## config.mk

```make
export PLATFORM = sky130hd
export DESIGN_NAME = set_bank_lockable
export DESIGN_NICKNAME = d
export VERILOG_FILES = /design/src/rtl/set_bank_lockable.sv
export SDC_FILE = /design/constraint.sdc
export NUM_CORES = 1
export LEC_CHECK = 0
export BUFFER_PORTS_ARGS = -buffer_cell sky130_fd_sc_hd__buf_2
export CAP_MARGIN = 0
export CORE_UTILIZATION = 45
export DETAILED_ROUTE_END_ITERATION = 16
export GPL_ROUTABILITY_DRIVEN = 0
export GPL_TIMING_DRIVEN = 0
export PLACE_DENSITY = 0.72
export SKIP_CTS_REPAIR_TIMING = 1
export SYNTH_ARGS = -nofsm -noshare
export SYNTH_HDL_FRONTEND = slang
export SYNTH_SLANG_ARGS = --single-unit
```

## constraint.sdc

```tcl
create_clock -name CLK -period 2.3 [get_ports CLK]
set_input_delay 0.345 -clock CLK [delete_from_list [all_inputs] [get_ports CLK]]
set_output_delay 0.345 -clock CLK [all_outputs]
set_load 0.01 [all_outputs]
```

## src/rtl/set_bank_lockable.sv

```systemverilog
// Lockable slow-path settings register plus slow-access timeout engine; data arrives on A, no data bus.
// Writes commit one cycle after the registered strobe edge; no backpressure, all outputs come straight from flops.
module set_bank_lockable #(
    parameter int                      NFLAGS     = 7,
    parameter int                      TW         = 4,
    parameter logic [NFLAGS-1:0]       RST_FLAGS  = 7'b0111111,
    parameter bit                      LOCK_EN    = 1'b1,
    parameter logic [NFLAGS+TW-1:0]    KEY        = {(NFLAGS+TW){1'b1}},
    parameter int                      UNLOCK_CYC = 64
) (
    input  logic                   CLK,
    input  logic                   POR,
    input  logic                   BACT,
    input  logic [NFLAGS+TW:1]     A,
    input  logic                   SetCSWR,
    input  logic                   KeyCSWR,
    input  logic                   SlowStart,
    output logic [NFLAGS-1:0]      Flags,
    output logic [TW-1:0]          SlowTimeout,
    output logic                   Locked,
    output logic                   TimeoutExp
);
    localparam int WW = (UNLOCK_CYC > 1) ? $clog2(UNLOCK_CYC) : 1;

    logic              set_wr_q, set_wr_d, set_prev_q, set_prev_d;
    logic              key_wr_q, key_wr_d, key_prev_q, key_prev_d;
    logic [NFLAGS+TW:1] a_q, a_d;
    logic [NFLAGS-1:0] flags_q, flags_d;
    logic [TW-1:0]     to_q, to_d;
    logic              locked_q, locked_d;
    logic [WW-1:0]     win_q, win_d;
    logic [TW-1:0]     cnt_q, cnt_d;
    logic              run_q, run_d;
    logic              exp_q, exp_d;
    logic              set_evt, key_evt;

    always_comb begin
        set_wr_d   = BACT & SetCSWR;
        key_wr_d   = BACT & KeyCSWR;
        a_d        = A;
        set_prev_d = set_wr_q;
        key_prev_d = key_wr_q;
        set_evt    = set_wr_q & ~set_prev_q;
        key_evt    = key_wr_q & ~key_prev_q;

        flags_d  = flags_q;
        to_d     = to_q;
        locked_d = locked_q;
        win_d    = win_q;

        if (!locked_q) begin
            if (win_q == '0) locked_d = 1'b1;
            else             win_d    = win_q - WW'(1);
        end
        // Set is judged on the lock state entering this cycle; a same-cycle key then overrides.
        if (set_evt && !locked_q) begin
            flags_d  = a_q[NFLAGS:1];
            to_d     = a_q[NFLAGS+TW:NFLAGS+1];
            locked_d = 1'b1;
            win_d    = '0;
        end
        if (key_evt) begin
            if (a_q == KEY) begin
                locked_d = 1'b0;
                win_d    = WW'(UNLOCK_CYC - 1);
            end else begin
                locked_d = 1'b1;
                win_d    = '0;
            end
        end
        if (!LOCK_EN) begin
            locked_d = 1'b0;
            win_d    = '0;
        end

        run_d = run_q;
        cnt_d = cnt_q;
        exp_d = 1'b0;
        if (SlowStart) begin
            run_d = (to_q != '0);
            cnt_d = to_q;
        end else if (run_q) begin
            if (!BACT) begin
                run_d = 1'b0;
            end else if (cnt_q == TW'(1)) begin
                exp_d = 1'b1;
                run_d = 1'b0;
                cnt_d = '0;
            end else begin
                cnt_d = cnt_q - TW'(1);
            end
        end
    end

    always_ff @(posedge CLK) begin
        if (POR) begin
            set_wr_q   <= 1'b0;
            set_prev_q <= 1'b0;
            key_wr_q   <= 1'b0;
            key_prev_q <= 1'b0;
            a_q        <= '0;
            flags_q    <= RST_FLAGS;
            to_q       <= '1;
            locked_q   <= LOCK_EN;
            win_q      <= '0;
            cnt_q      <= '0;
            run_q      <= 1'b0;
            exp_q      <= 1'b0;
        end else begin
            set_wr_q   <= set_wr_d;
            set_prev_q <= set_prev_d;
            key_wr_q   <= key_wr_d;
            key_prev_q <= key_prev_d;
            a_q        <= a_d;
            flags_q    <= flags_d;
            to_q       <= to_d;
            locked_q   <= locked_d;
            win_q      <= win_d;
            cnt_q      <= cnt_d;
            run_q      <= run_d;
            exp_q      <= exp_d;
        end
    end

    assign Flags       = flags_q;
    assign SlowTimeout = to_q;
    assign Locked      = locked_q;
    assign TimeoutExp  = exp_q;
endmodule

```

; ---- Word level (Yosys, flattened, before mapping)
; Cells that the tools add are included.
[op_classes]
reduce_logical = 9
n_addsub = 2
bitwise = 8
n_mux = 19
n_eq_ne = 4
[op_table]
columns = cell, n
row1 = 6-bit 2-to-1 mux, 5
row2 = 4-bit 2-to-1 mux, 4
row3 = 11-bit == test (second input constant), 1
row4 = 1-bit 2-to-1 mux, 10
row5 = 6-bit logical NOT, 1
row6 = 6-bit by 1-bit subtractor with 6-bit output (second input constant), 1
row7 = 1-bit bitwise AND, 4
row8 = 4-bit by 1-bit == test with 1-bit output (second input constant), 1
row9 = 1-bit inverter, 4
row10 = 2-bit AND reduction, 2
row11 = 2-bit nonzero test, 2
row12 = 4-bit nonzero test, 1
row13 = 4-bit OR reduction, 1
row14 = 4-bit by 1-bit subtractor with 4-bit output (second input constant), 1
row15 = 3-bit by 1-bit != test with 1-bit output (second input constant), 1
row16 = 3-bit by 2-bit != test with 1-bit output (second input constant), 1
row17 = 1-bit logical AND, 1
row18 = 1-bit logical NOT, 1
[word_totals]
wordCells = 54
output_inout_bits = 13
ff_bits = 39
inputBits = 17

; ---- Longest topological paths before layout
; Gate-level depths: netlist of run 1.
[depth]
depth_word = 5
mapped_depth = 6
depth_no_buf = 6

; ---- Worst setup path after synthesis of run 1
; Ideal clock, no wire load.
[synth_timing]
kind = flip-flop to flip-flop
from = register win_q[0]
to = register win_q[1]
stages_incl_launch_ff = 6
path_slack_ns = 0.838
arrival_time_ns = 1.344
required_ns = 2.181
n_path_buf = 0
setup_time_ns = 0.119
cell_sequence = dfxtp_1 -> inv_1 -> ha_1 -> a31oi_1 -> a21oi_1 -> o221a_2
[synth_between]
elab_chain_cells = 5
[synth_lines]
columns = element, line_no
row1 = "start, declared", 31  ; logic [WW-1:0] win_q, win_d;
row2 = "start signal, assigned", 118  ; win_q <= win_d;
row3 = 6-bit by 1-bit subtractor with 6-bit output, 53  ; else win_d = win_q - WW'(1);
row4 = 6-bit 2-to-1 mux, 52  ; if (win_q == '0) locked_d = 1'b1;
row5 = 6-bit 2-to-1 mux, 51  ; if (!locked_q) begin
row6 = 6-bit 2-to-1 mux, 56  ; if (set_evt && !locked_q) begin
row7 = 6-bit 2-to-1 mux, 62  ; if (key_evt) begin
; Several ways; a longest one is shown, not always the timed one. The select of a mux whose other input is x is not followed.
; A chain may end at the register's enable or synchronous reset.

; ---- Worst setup path after layout of run 1
; Ends and elaborated chain as after synthesis.

==> summary.md, run 1 <==
| Metric | Value |
|---|---|
| Proportion of layout cells with a drive suffix above 1 | 21.65% |
| Num ports | 30 |
| GR Overflow Total | 0 |
| Worst-Skew Late Latency | 0.34 ns |
| Critical Path AT | 1.94 ns |
| Crit end category | flop |
| Ys Warns | 0 |
| Post-Syn Area | 1548 um^2 |
| Area grow syn2layout | 15.84% |
| Final Hold Vio Count | 0 |
| Die area | 3678 um^2 |
| Seq/Total Area, Yosys | 50.44% |
| Unrepaired setup endpoints after global routing | false |
| Power per cell area | 631.2 nW/um^2 |
| Max cap viols | 0 |
| H-tree depth | 2 |
| Setup Crit Path Kind | flop to flop |
| Placed Cells incl. Taps | 230 |
| # DRC | 0 |
| Initial antenna violation count | 0 |
| Routed len/inst | 12.65 um |
| Total vias in the final route | 1,228 |
| Clock transition at path regs | 0.10 ns |
| Worst Setup Start Kind | flop |
| Final setup viols | 0 |
| Critical path peak fanout | 7 |
| Post-synth EDFFs | 0 |
| Ys async rst share | 0% |
| Worst Setup Slack, final | 0.5936 ns |
| First-pass GRT wire length | 5085 um |
| Routed Antenna Nets | 0 |
| Nets | 214 |
| R2r setup slk | 0.59 ns |
| Count of different cell masters after synthesis | 34 |
| Final Skew | 0.006582 ns |
| Core Box Area | 3153 um^2 |
| Die X-Extent | 60.65 um |
| Reg-to-Reg End | win_q[1]$_SDFFE_PP0P_ |
| Post-layout min period | 1.706 ns |
| N_diodes | 0 |
| Slew @ Worst Pin | 0.5813 ns |
| CTS max path bufs | 2 |
| Yosys reg bits | 39 |
| First-pass DRT Iterations | 4 |
| CP startpoint | win_q[0]$_SDFFE_PP0P_ |
| Final Non-Filler Cells | 238 |
| CTS tree | done |
| Leakage power of the design | 0.7078 nW |
| Reg-to-Reg Start | win_q[0]$_SDFFE_PP0P_ |
| Initial core utilization | 49.09% |
| Critical Path RT | 2.54 ns |
| Relative slew slack | 61.07% |
| Vias per inst | 5.160 |
| F_max | 586.0 MHz |
| Pin count of the biggest net entering global routing | 12 |
| Root buf cell | clkbuf_4 |
| Count of pins over their slew limit | 0 |
| Final period utilization | 74.19% |
| TritonCTS Buffers | 5 |
| Syn_nets | 179 |
| Port bufs | 28 |
| Tightest Hold Check Type | input port to flop |
| Drt total wl | 3011 um |
| Row count | 20 |
| Number of global-route vias before repair | 1,168 |
| Clock sink count | 39 |
| Cells after Synth | 158 |
| Most used DFF post-synth | dfxtp_1 |
| Die Y-Extent | 60.65 um |
| Pre-CTS setup slack | 0.6160 ns |
| Max IR drop VDD | 0.4438 mV |
| Mapped Avg Cell Area | 9.796 um^2 |
| Total GRT Usage | 19.07% |
| Setup TNS | 0 ns |
| DP HPWL | 2246 um |
| Reg2reg path depth | 5 |
| Status | finished, final reports clean |
| DR iter-0 viols | 102 |
| Critical Path Sink | win_q[1]$_SDFFE_PP0P_ |
==> how the worst min path moves through the flow <==
stage	from	end	slack (ns)	cells past startpoint
5_1_grt	A[3]	a_q[3]$_SDFF_PP0_	0.20	2
3_5_place_dp	set_prev_d$_SDFF_PP0_	set_prev_q$_SDFF_PP0_	0.45	1
4_1_cts	A[10]	a_q[10]$_SDFF_PP0_	0.19	2
6_report	A[10]	a_q[10]$_SDFF_PP0_	0.21	2
2_1_floorplan	POR	a_q[4]$_SDFF_PP0_	0.42	1
3_3_place_gp	set_prev_d$_SDFF_PP0_	set_prev_q$_SDFF_PP0_	0.44	1
==> layout by cell type, fill, tap and decap left out, drive strengths merged <==
master,count
inv,7
clkbuf,11
a21o,2
mux2i,12
nor3b,2
nor4b,1
a21oi,10
nand4,2
nand3,4
a311oi,1
o31ai,1
clkinv,1
o21a,1
nand3b,1
o221a,1
buf,29
nor4,5
nor2b,15
o41ai,1
nand2b,3
nor2,8
and3,2
ha,4
dfxtp,39
or3,1
nand2,13
a211oi,4
a31oi,1
nor3,12
==> cell usage after synthesis, types with 2 or more instances <==
cell type  count  share of area (%)
a211oi_1       4                1.9
nand3_1        4                1.3
nand2_1       13                3.2
a21oi_1       10                3.2
and3_1         2               0.81
nand2b_1       2               0.81
nor4_1         4                1.6
nor3_1        11                3.6
nor2b_1       15                6.1
mux2i_1       12                7.8
inv_1          7                1.7
nor2_1         8                1.9
dfxtp_1       39                 50
ha_1           4                3.2
clkbuf_1       4               0.97
==> sequential cells by signal, summed over array words and instances (netlist names) <==
register and flops:
key_prev_q 1, TimeoutExp 1, Locked 1, key_prev_d 1
set_prev_d 1, a_q 11, Flags 7, SlowTimeout 4
set_prev_q 1, cnt_q 4, run_q 1, win_q 6
==> critical path, stage by stage, from the launching register on <==
cell and delay, ns:
dfxtp_1 0.39, inv_1 0.09, ha_1 0.22, a31oi_1 0.50
a21oi_1 0.14, o221a_2 0.26
==> stage by stage <==
step | total power, mW | hold WS, ns | util, % | cell area [um^2]
finish | 1.132 | 0.2059 | 56.87 | 1793
detailed placement | 0.8222 | 0.4456 | 55.28 | 1743
CTS | 1.148 | 0.1902 | 56.87 | 1793
global placement | 0.8160 | 0.4426 | 55.28 | 1743
floorplan | 0.7895 | 0.4166 | - | 1548
global route | 1.191 | 0.2045 | 56.87 | 1793
==> cell type report <==
class / instances / area [um^2]
inverter: 7 / 26.28
timing repair buffer: 28 / 140.1
fill: 303 / 1360
tap: 44 / 55.05
buffer: 5 / 20.02
clock inverter: 1 / 5.005
sequential: 39 / 780.7
multi-input combinational: 107 / 720.7
clock buffer: 7 / 45.04
==> logic make-up (layout without fill, tap and decap cells) <==
group | Yosys count | in the layout | share of synthesized area (%)
AND/OR/NAND/NOR | 69 | 69 | 26.11
AO/OA/AOI/OAI | 22 | 22 | 9.460
multiplexers | 12 | 12 | 7.761
buffers and inverters | 12 | 48 | 2.991
flip-flops | 39 | 39 | 50.44
adder cells (fa/ha/maj) | 4 | 4 | 3.234
==> layer usage <==
layer,part of all wire (%),vias up,GRT usage [%],routed length [um]
met1,46,568,22.65,1382
met4,2.0,0,8.766,61
met5,0,-,0,0
met2,47,28,31.71,1427
met3,4.6,7,5.757,140
li1,-,625,-,-
==> where the power goes <==
group	internal, mW	total [mW]	switching [mW]
Sequential	0.699	0.718	0.0195
Combinational	0.0419	0.0883	0.0464
Clock	0.119	0.325	0.206
Total	0.860	1.13	0.272
Power figures use the tool's default switching activity.
==> run 2, diff against run 1 <==
==> constraint.sdc (replaced) <==
create_clock -name CLK -period 1.75 [get_ports CLK]
set_input_delay 0.2625 -clock CLK [delete_from_list [all_inputs] [get_ports CLK]]
set_output_delay 0.2625 -clock CLK [all_outputs]
set_load 0.01 [all_outputs]
==> summary.md, run 2 (synthesized netlist as in run 1, its figures left out) <==
| Metric | Value |
|---|---|
| Most common cell after layout, fill and taps aside | dfxtp_1 |
| Seq pwr share | 63.4% (about the same) |
| N_diodes | 0 (unchanged) |
| Routed Antenna Nets | 0 (unchanged) |
| Setup Crit Path Kind | flop to flop |
| Leakage power of the design | 0.7080 nW (about the same) |
| DP HPWL | 2246 um (unchanged) |
| Unrepaired setup endpoints after global routing | false |
| Total internal power | 1.130 mW (+31%) |
| Setup TNS | 0 ns (unchanged) |
| DR iter-0 viols | 91 (-11%) |
| Count of pins over their slew limit | 0 (unchanged) |
| Num ports | 30 (unchanged) |
| Total vias in the final route | 1,235 (+0.57%) |
| Final setup viols | 0 (unchanged) |
| Final Hold Vio Count | 0 (unchanged) |
| Initial core utilization | 49.09% (unchanged) |
| Cell area after placement | 1743 um^2 (unchanged) |
| Worst Setup Start Kind | flop |
| Final Skew | 0.005459 ns (-0.001124 ns) |
| Worst-Skew Late Latency | 0.34 ns (about the same) |
| Nets | 214 (unchanged) |
| Worst Setup Slack, final | 0.1952 ns (-0.3984 ns) |
| Die area | 3678 um^2 (unchanged) |
| Critical path peak fanout | 7 (unchanged) |
| Commonest non-fill, non-tap cells in the layout | dfxtp_1, buf_2, nor2b_1 |
| Status | finished, final reports clean |
| Die Y-Extent | 60.65 um (unchanged) |
| Clock transition at path regs | 0.10 ns (about the same) |
| Max cap viols | 0 (unchanged) |
| Critical Path AT | 1.79 ns (-0.15 ns) |
| Total GRT Usage | 19.07% (unchanged) |
| Clock sink count | 39 (unchanged) |
| Port bufs | 28 (unchanged) |
| Final period utilization | 88.85% (+15 points) |
| Die X-Extent | 60.65 um (unchanged) |
| GR Overflow Total | 0 (unchanged) |
| Proportion of layout cells with a drive suffix above 1 | 22.16% (+0.52 points) |
| TritonCTS Buffers | 5 (unchanged) |
| Vias per inst | 5.189 (+0.57%) |
| Slew @ Worst Pin | 0.5200 ns (-0.06129 ns) |
| Drt total wl | 3074 um (+2.1%) |
| Tightest Hold Check Type | input port to flop |
| Initial antenna violation count | 0 (unchanged) |
| Core Box Area | 3153 um^2 (unchanged) |
| Max IR drop VDD | 0.5832 mV (+31%) |
| F_max | 643.2 MHz (+9.8%) |
| Power per cell area | 827.3 nW/um^2 (+31%) |
| H-tree depth | 2 (unchanged) |
| Row count | 20 (unchanged) |
| Post-layout min period | 1.555 ns (-0.1516 ns) |
| Critical Path RT | 1.99 ns (-0.55 ns) |
| CTS tree | done |
| Number of global-route vias before repair | 1,168 (unchanged) |
| Largest register FFs | 11 (unchanged) |
| Area grow syn2layout | 16.25% |
| # DRC | 0 (unchanged) |
| First-pass GRT wire length | 5085 um (unchanged) |
| Clock power frac | 28.7% (about the same) |
| Comb pwr share | 7.9% (about the same) |
| Switching Share | 24.08% (+0.038 points) |
| Crit end category | flop |
| Relative slew slack | 65.07% (+4.0 points) |
| CTS max path bufs | 2 (unchanged) |
| Final Cell Area | 1799 um^2 (+0.35%) |
| Sw Pwr | 0.3584 mW (+32%) |
| Routed len/inst | 12.92 um (+2.1%) |
| Pin count of the biggest net entering global routing | 12 (unchanged) |
| Top reg by flops | a_q |
| First-pass DRT Iterations | 4 (unchanged) |
| Root buf cell | clkbuf_4 |
| Pre-CTS setup slack | 0.06602 ns (-0.5500 ns) |
[run 2: cell count changes in the layout (fill, tap and decap cells not counted)]
cell / change
a31oi_1: -1
a31oi_2: +1
[run 2: through the flow]
step,cells,util [%],power [mW],hold WS (ns)
2_1_floorplan,158,-,1.038,0.3341
3_3_place_gp,230,55.28,1.072,0.4426
3_5_place_dp,230,55.28,1.081,0.4456
4_1_cts,238,56.87,1.508,0.1077
5_1_grt,238,57.06,1.568,0.1220
6_report,238,57.06,1.488,0.1230
[run 2: cell type report]
type	count	area, um^2
Buffer	5	20.02
Clock buffer	7	45.04
Clock inverter	1	5.005
Fill cell	304	1354
Inverter	7	26.28
Multi-Input combinational cell	107	726.9
Sequential cell	39	780.7
Tap cell	44	55.05
Timing Repair Buffer	28	140.1
[run 2: worst paths after layout]
path | start | slack (ns) | depth (start not counted) | end
worst min register to register | set_prev_d$_SDFF_PP0_ | 0.47 | 1 | set_prev_q$_SDFF_PP0_
worst max-delay path | win_q[0]$_SDFFE_PP0P_ | 0.20 | 5 | win_q[1]$_SDFFE_PP0P_
worst max register to register | win_q[0]$_SDFFE_PP0P_ | 0.20 | 5 | win_q[1]$_SDFFE_PP0P_
worst min-delay path | A[10] | 0.12 | 2 | a_q[10]$_SDFF_PP0_
[run 2: routing by layer]
metal | GRT usage, % | vias to the layer above | share of wire (%)
met5 | 0 | - | 0
met4 | 8.766 | 0 | 2.7
met3 | 5.757 | 9 | 4.7
met2 | 31.71 | 30 | 48
met1 | 22.65 | 570 | 45
li1 | - | 626 | -
[run 2: worst max-delay path, cell delays in order (launching register included)]
cell and delay, ns:
dfxtp_1 0.39, inv_1 0.09, ha_1 0.24, a31oi_2 0.36
a21oi_1 0.12, o221a_2 0.25
[run 2: power groups by stage]
stage / sequential, mW / combinational, mW / clock (mW)
2_1_floorplan: 0.957 / 0.0807 / 0
3_3_place_gp: 0.961 / 0.111 / 0
3_5_place_dp: 0.964 / 0.116 / 0
4_1_cts: 0.944 / 0.117 / 0.448
5_1_grt: 0.948 / 0.135 / 0.484
6_report: 0.944 / 0.118 / 0.427
==> run 3, diff against run 2 <==
==> constraint.sdc (replaced) <==
create_clock -name CLK -period 1.5 [get_ports CLK]
set_input_delay 0.225 -clock CLK [delete_from_list [all_inputs] [get_ports CLK]]
set_output_delay 0.225 -clock CLK [all_outputs]
set_load 0.01 [all_outputs]
==> summary.md, run 3 (synthesized netlist as in run 1, its figures left out) <==
| Metric | Value |
|---|---|
| Critical Path AT | 1.71 ns (-0.08 ns) |
| Total internal power | 1.323 mW (+17%) |
| Final Total Pwr | 1.745 mW (+17%) |
| Die area | 3678 um^2 (unchanged) |
| Area grow syn2layout | 19.56% |
| Row count | 20 (unchanged) |
| Final Skew | 0.002893 ns (-0.002566 ns) |
| Count of pins over their slew limit | 0 (unchanged) |
| Max IR drop VDD | 0.6873 mV (+18%) |
| Most common cell after layout, fill and taps aside | dfxtp_1 |
| Setup TNS | 0 ns (unchanged) |
| Slew @ Worst Pin | 0.4742 ns (-0.04580 ns) |
| Leakage power of the design | 0.7255 nW (+2.5%) |
| CTS tree | done |
| Die X-Extent | 60.65 um (unchanged) |
| Routed Antenna Nets | 0 (unchanged) |
| Largest register FFs | 11 (unchanged) |
| First-pass DRT Iterations | 4 (unchanged) |
| Worst Setup Start Kind | flop |
| Relative slew slack | 68.39% (+3.3 points) |
| Setup Crit Path Kind | flop to flop |
| Top reg by flops | a_q |
| Port bufs | 28 (unchanged) |
| Number of global-route vias before repair | 1,168 (unchanged) |
| Total GRT Usage | 19.07% (unchanged) |
| Die Y-Extent | 60.65 um (unchanged) |
| Clock transition at path regs | 0.10 ns (about the same) |
| Crit end category | flop |
| Commonest non-fill, non-tap cells in the layout | dfxtp_1, buf_2, nor2b_1 |
| Hold slack final | 0.08826 ns (-0.03475 ns) |
| Initial core utilization | 49.09% (unchanged) |
| Clock sink count | 39 (unchanged) |
| Power per cell area | 943.0 nW/um^2 (+14%) |
| Total vias in the final route | 1,242 (+0.57%) |
| Sw Pwr | 0.4222 mW (+18%) |
| Pin count of the biggest net entering global routing | 12 (unchanged) |
| DP HPWL | 2246 um (unchanged) |
| Proportion of layout cells with a drive suffix above 1 | 25.51% (+3.3 points) |
| Drt total wl | 3078 um (+0.13%) |
| Num ports | 30 (unchanged) |
| Root buf cell | clkbuf_4 |
| Post-layout min period | 1.469 ns (-0.08540 ns) |
| Routed len/inst | 12.83 um (-0.70%) |
| Final-layout fill cell count | 297 (-2.3%) |
| Vias per inst | 5.175 (-0.27%) |
| Critical path peak fanout | 7 (unchanged) |
| Nets | 216 (+0.93%) |
| N_diodes | 0 (unchanged) |
| DR iter-0 viols | 69 (-24%) |
| Seq pwr share | 63.3% (about the same) |
| Comb pwr share | 8.2% (+0.3 points) |
| Critical Path RT | 1.74 ns (-0.25 ns) |
| Final period utilization | 97.96% (+9.1 points) |
| Initial antenna violation count | 0 (unchanged) |
| Switching Share | 24.19% (+0.11 points) |
| CTS max path bufs | 2 (unchanged) |
| TritonCTS Buffers | 5 (unchanged) |
| Worst-Skew Late Latency | 0.34 ns (about the same) |
| Status | finished, final reports clean |
| Clock power frac | 28.5% (-0.2 points) |
| Core Box Area | 3153 um^2 (unchanged) |
| First-pass GRT wire length | 5085 um (unchanged) |
| Tightest Hold Check Type | input port to flop |
| GR Overflow Total | 0 (unchanged) |
| # DRC | 0 (unchanged) |
| F_max | 680.5 MHz (+5.8%) |
| Final Hold Vio Count | 0 (unchanged) |
| Max cap viols | 0 (unchanged) |
| Final setup viols | 0 (unchanged) |
| H-tree depth | 2 (unchanged) |
-- run 3: cell types whose count changed in the layout (fill, tap and decap cells not counted), sizes merged --
cell,previous run,this run
buf,29,31
-- run 3: path summary, 6_finish.rpt --
kind / start / end / slack, ns / depth (start not counted)
max: win_q[2]$_SDFFE_PP0P_ / win_q[1]$_SDFFE_PP0P_ / 0.03 / 4
max reg2reg: win_q[2]$_SDFFE_PP0P_ / win_q[1]$_SDFFE_PP0P_ / 0.03 / 4
min reg2reg: set_prev_d$_SDFF_PP0_ / set_prev_q$_SDFF_PP0_ / 0.47 / 1
min: A[3] / a_q[3]$_SDFF_PP0_ / 0.09 / 2
-- run 3: area by class of cell --
| cell class | count | area [um^2] | area share, % |
|---|---|---|---|
| buffer | 5 | 22.52 | 1.217 |
| clock buffer | 7 | 45.04 | 2.434 |
| clock inverter | 1 | 5.005 | 0.2705 |
| inverter | 7 | 26.28 | 1.420 |
| multi-input combinational | 107 | 758.2 | 40.97 |
| sequential | 39 | 783.3 | 42.33 |
| tap | 44 | 55.05 | 2.975 |
| timing repair buffer | 30 | 155.1 | 8.384 |
-- run 3: metal layers --
layer	global-route usage [%]	up-vias	part of all wire [%]
li1	-	629	-
met1	22.65	579	46
met2	31.71	27	48
met3	5.757	7	4.3
met4	8.766	0	1.7
met5	0	-	0
-- run 3: power by group through the flow --
stage	clock, mW	combinational (mW)	sequential, mW
finish	0.498	0.144	1.10
global route	0.565	0.164	1.11
CTS	0.522	0.137	1.10
detailed placement	0	0.136	1.12
global placement	0	0.130	1.12
floorplan	0	0.0942	1.12
-- run 3: critical path: stages, from the launching register on --
cell and delay, ns:
dfxtp_1 0.39, nor3_2 0.35, a31oi_4 0.17, nand2b_1 0.19, o221a_2 0.27
-- run 3: per-stage QoR --
step | cell area, um^2 | cells | worst slack, ns | utilization [%]
2_1_floorplan | 1548 | 158 | 0.03771 | -
3_3_place_gp | 1743 | 230 | -0.1145 | 55.28
3_5_place_dp | 1743 | 230 | -0.1840 | 55.28
4_1_cts | 1793 | 238 | -0.2037 | 56.87
5_1_grt | 1851 | 240 | -0.02555 | 58.69
6_report | 1851 | 240 | 0.03059 | 58.69
